### src/rtl/music_sequencer.sv
// Beat sequencer for the background-music path: paces the tone ROM beat index at a fixed
// tempo and gates the registered tone word with play/pause/stop/loop/mute control.
module music_sequencer #(
    parameter int unsigned CLK_HZ    = 100_000_000,
    parameter int unsigned BEAT_HZ   = 8,
    parameter int unsigned LAST_BEAT = 127,
    parameter logic [31:0] SILENCE   = 32'd20000
) (
    input  logic        clk,
    input  logic        rst_n,
    input  logic        play,
    input  logic        pause,
    input  logic        stop,
    input  logic        loop,
    input  logic        mute,
    input  logic [31:0] tone_in,
    output logic [8:0]  ibeat_num,
    output logic [31:0] tone_out,
    output logic        beat_tick,
    output logic        playing,
    output logic        done
);

    localparam int unsigned TICKS    = CLK_HZ / BEAT_HZ;
    localparam logic [31:0] TickLast = 32'(TICKS - 1);
    localparam logic [8:0]  LastBeat = 9'(LAST_BEAT);

    typedef enum logic [1:0] {StIdle, StPlay, StPause, StDone} state_e;

    state_e      state_q, state_d;
    logic [31:0] div_q, div_d;
    logic [8:0]  beat_q, beat_d;
    logic [31:0] tone_q, tone_d;
    logic        tick_q, tick_d;

    always_ff @(posedge clk) begin
        if (!rst_n) begin
            state_q <= StIdle;
            div_q   <= '0;
            beat_q  <= '0;
            tone_q  <= SILENCE;
            tick_q  <= 1'b0;
        end else begin
            state_q <= state_d;
            div_q   <= div_d;
            beat_q  <= beat_d;
            tone_q  <= tone_d;
            tick_q  <= tick_d;
        end
    end

    always_comb begin
        state_d = state_q;
        div_d   = div_q;
        beat_d  = beat_q;
        tick_d  = 1'b0;
        // Tone gating looks at the current state only, so state changes show up a cycle later.
        tone_d  = (state_q == StPlay && !mute) ? tone_in : SILENCE;

        unique case (state_q)
            StIdle: begin
                if (!stop && !pause && play) begin
                    state_d = StPlay;
                    div_d   = '0;
                    beat_d  = '0;
                end
            end
            StPlay: begin
                if (stop) begin
                    state_d = StIdle;
                    div_d   = '0;
                    beat_d  = '0;
                end else if (pause) begin
                    state_d = StPause;
                end else if (div_q == TickLast) begin
                    div_d  = '0;
                    tick_d = 1'b1;
                    if (beat_q < LastBeat) begin
                        beat_d = beat_q + 9'd1;
                    end else if (loop) begin
                        beat_d = '0;
                    end else begin
                        state_d = StDone;
                    end
                end else begin
                    div_d = div_q + 32'd1;
                end
            end
            StPause: begin
                if (stop) begin
                    state_d = StIdle;
                    div_d   = '0;
                    beat_d  = '0;
                end else if (!pause && play) begin
                    // Divider keeps its frozen value so the partial beat is preserved.
                    state_d = StPlay;
                end
            end
            StDone: begin
                if (stop) begin
                    state_d = StIdle;
                    div_d   = '0;
                    beat_d  = '0;
                end else if (!pause && play) begin
                    state_d = StPlay;
                    div_d   = '0;
                    beat_d  = '0;
                end
            end
            default: begin
                state_d = StIdle;
            end
        endcase
    end

    assign ibeat_num = beat_q;
    assign tone_out  = tone_q;
    assign beat_tick = tick_q;
    assign playing   = (state_q == StPlay);
    assign done      = (state_q == StDone);

endmodule
### config.mk
export PLATFORM = sky130hd
export DESIGN_NAME = music_sequencer
export DESIGN_NICKNAME = d
export VERILOG_FILES = /design/src/rtl/music_sequencer.sv
export SDC_FILE = /design/constraint.sdc
export NUM_CORES = 1
export LEC_CHECK = 0
export BUFFER_PORTS_ARGS = -buffer_cell sky130_fd_sc_hd__buf_2
export CAP_MARGIN = 20
export CELL_PAD_IN_SITES_DETAIL_PLACEMENT = 1
export CELL_PAD_IN_SITES_GLOBAL_PLACEMENT = 1
export CORE_MARGIN = 5
export CORE_UTILIZATION = 41
export CTS_BUF_LIST = sky130_fd_sc_hd__clkbuf_2 sky130_fd_sc_hd__clkbuf_4 sky130_fd_sc_hd__clkbuf_8
export DETAILED_ROUTE_END_ITERATION = 8
export GPL_ROUTABILITY_DRIVEN = 0
export PLACE_DENSITY_LB_ADDON = 0.1
export SLEW_MARGIN = 20
export SYNTH_ARGS = -nofsm -noshare
export SYNTH_HDL_FRONTEND = slang
export SYNTH_SLANG_ARGS = --single-unit
### constraint.sdc
create_clock -name clk -period 2.4 [get_ports clk]
set_clock_uncertainty 0.15 [all_clocks]
set_input_delay 0.36 -clock clk [delete_from_list [all_inputs] [get_ports clk]]
set_output_delay 0.36 -clock clk [all_outputs]
set_load 0.02 [all_outputs]
==> impl_metrics.env <==
export IMPL_setup_viol=0
export IMPL_cap_violations=0
export IMPL_syn_to_final_growth_pct=28.5
export IMPL_diodes=0
export IMPL_critPathTopFamily="simple AND/OR/NAND/NOR gates"
export IMPL_synthAdderAreaFrac=0.00782
export IMPL_max_freq_mhz=429
export IMPL_cp_end_kind="register"
export IMPL_synth_area_mux_share=0.00313
export IMPL_die_area_mm2=0.00967
export IMPL_syn_area_per_cell_um2=9.25
export IMPL_htree_num_levels=3
export IMPL_p_leak_nw=1.69
export IMPL_clk_latency_ps=350
export IMPL_synthSimpleGateAreaFrac=0.334
export IMPL_synth_compound_area_frac=0.103
export IMPL_mostFrequentLayoutCells="buf_2, dfxtp_1, and2_1"
export IMPL_ant_nets=0
export IMPL_dr_total_vias=2985
export IMPL_synth_ff_type="dfxtp_1"
export IMPL_cts_root_buf="clkbuf_8"
export IMPL_die_h_um=98.3
export IMPL_cts_clk_slew_worst_paths_ps=90
export IMPL_die_w_um=98.3
export IMPL_path_class="reg2reg"
export IMPL_dp_slack_ps=46.8
export IMPL_post_route_period_util=0.971
export IMPL_mostFrequentLayoutCell="buf_2"
export IMPL_ir_worst_vdd_mv=0.361
export IMPL_drive_gt1_frac=0.304
export IMPL_grt_ovfl_total=0
export IMPL_drt_initial_drc_count=61
export IMPL_place_area_mm2=0.00385
export IMPL_rsz0062_at_grt="no"
export IMPL_hpwl_mm=6.37
export IMPL_synth_edf_count=0
export IMPL_synth_nets=387
export IMPL_crit_buf_inv=2
export IMPL_power_mw=2.45
export IMPL_synth_cell_type_count=51
export IMPL_slew_viol_final=0
export IMPL_fill_cells=941
export IMPL_grt_pass1_vias=3096
export IMPL_drc=0
export IMPL_yosys_warnings=0
export IMPL_arrival_ps=2410
export IMPL_nets=486
export IMPL_postSynth_asyncResetShare=0
export IMPL_crit_chain="buf_4 > nor4b_1 > nand4_1 > or3_1 > a31oi_2 > buf_12 > nor2_1"
export IMPL_antenna_found_initial=0
export IMPL_grt_max_degree=33
export IMPL_syn_cell_area_mm2=0.00320
export IMPL_fin_ws_ps=70.5
export IMPL_ys_seq_area_frac=0.476
export IMPL_drt_pass1_iter_count=4
export IMPL_wire_per_inst_um=15.8
export IMPL_cp_slowest_cell="nor4b_1"
export IMPL_cts_sinks=76
export IMPL_start_util=0.418
export IMPL_final_cells=552
export IMPL_post_cts_setup_buffer_count=0
export IMPL_hold_violations=0
export IMPL_ys_seq_elements=76
export IMPL_viasPerCell=5.41
export IMPL_core_area_mm2=0.00765
export IMPL_cp_start_kind="register"
export IMPL_fp_row_count=32
export IMPL_fin_tns_setup_ps=0
export IMPL_powerDensity_mw_per_mm2=597
export IMPL_worstMarginPinSlew_ps=469
export IMPL_grt_pass1_wl_mm=14.8
export IMPL_crit_required_ps=2480
export IMPL_synthCells=346
export IMPL_cts_buffer_depth=2
export IMPL_ios=83
export IMPL_path_max_fanout=32
export IMPL_synth_top_family_by_area="simple AND/OR/NAND/NOR gates"
export IMPL_final_cell_area_mm2=0.00411
export IMPL_io_buffers=82
export IMPL_status="complete, no violations"
export IMPL_cp_slowest_stage_delay_ps=450
export IMPL_relSlewSlack=0.683
export IMPL_fin_crit_ps=2330
export IMPL_placedCellCount=536
export IMPL_grt_usage=0.185
export IMPL_synthXorXnorAreaFrac=0.0493
export IMPL_tritoncts="done"
export IMPL_hp_class="in2reg"
export IMPL_cts_buffers=9
export IMPL_postRouteWirelength_mm=8.74
[cells by family (layout without fill, tap and decap cells)]
group	count (synthesis)	after routing
muxes	1	1
and+or+nand+nor	180	180
DFF	76	76
xor gates and xnor gates	18	18
buffers and inverters	20	124
AOI/OAI and AO/OA	49	49
adders and majority gates	2	2
[flip-flops by register name, summed over array words and instances, names as in the netlist]
name / cells
beat_tick: 1
div_q: 32
ibeat_num: 9
state_q: 2
tone_out: 32
[repair_timing]
action / 4_1_cts / 5_1_grt
hold buffers: 0 / 0
resized for setup: 0 / 8
setup endpoints to repair: 0 / 18
[worst paths after layout]
kind	slack, ps	cells after the start	from	endpoint
max	70	7	div_q[9]	div_q[8]
min	30	2	tone_in[9]	tone_out[9]
max reg2reg	70	7	div_q[9]	div_q[8]
min reg2reg	340	1	ibeat_num[7]	ibeat_num[7]
[metal layers]
| metal | up-vias | routed length (um) | global-route usage |
|---|---|---|---|
| li1 | 1457 | - | - |
| met1 | 1458 | 3770 | 0.230 |
| met2 | 61 | 4520 | 0.322 |
| met3 | 9 | 359 | 0.0400 |
| met4 | 0 | 90 | 0.0483 |
| met5 | - | 0 | 0 |
[per-stage QoR]
step	hold slack [ps]	util
final	34.4	0.537
after global routing	30.2	0.537
after CTS	23.0	0.532
after detailed placement	318	0.504
after global placement	303	0.504
after floorplan	289	-
[Yosys cell counts (all sizes together) (3+ instances only)]
library cell	number	area [um^2]
dfxtp	76	1520
and2	32	200
nor2	23	86.3
nand3	19	100
nor4	18	113
nand2	17	63.8
a21oi	16	83.8
xnor2	15	131
nand4	12	81.3
or3	11	73.8
clkbuf	9	33.8
buf	7	40.0
nand2b	7	43.8
o21ai	7	35.0
or4	7	56.3
and3	6	37.5
and4	6	52.6
nor3	6	30.0
o31ai	6	45.0
a21o	4	30.0
inv	4	15.0
nor2b	4	25.0
o41ai	4	35.0
nor4b	3	26.3
xor2	3	26.3
[worst reg2reg max path: cells and delay by family (launching register included)]
family | cells | cell delay (ps)
flip-flops | 1 | 330
buffers and inverters | 2 | 370
AND/OR/NAND/NOR | 4 | 1110
AO/OA/AOI/OAI | 1 | 260
[area by class of cell]
cell class,instances,area [um^2],share of cell area
Clock buffer,9,124,0.0301
Tap cell,102,128,0.0311
Inverter,4,15.0,0.00365
Sequential cell,76,1520,0.370
Timing Repair Buffer,104,588,0.143
Multi-Input combinational cell,250,1640,0.400
Clock inverter,7,90.1,0.0219
[power breakdown]
part	internal [mW]	switching [mW]
Combinational	0.0556	0.0708
Sequential	1.27	0.00285
Clock	0.512	0.547
No activity file was read; power rests on OpenSTA's default activity.
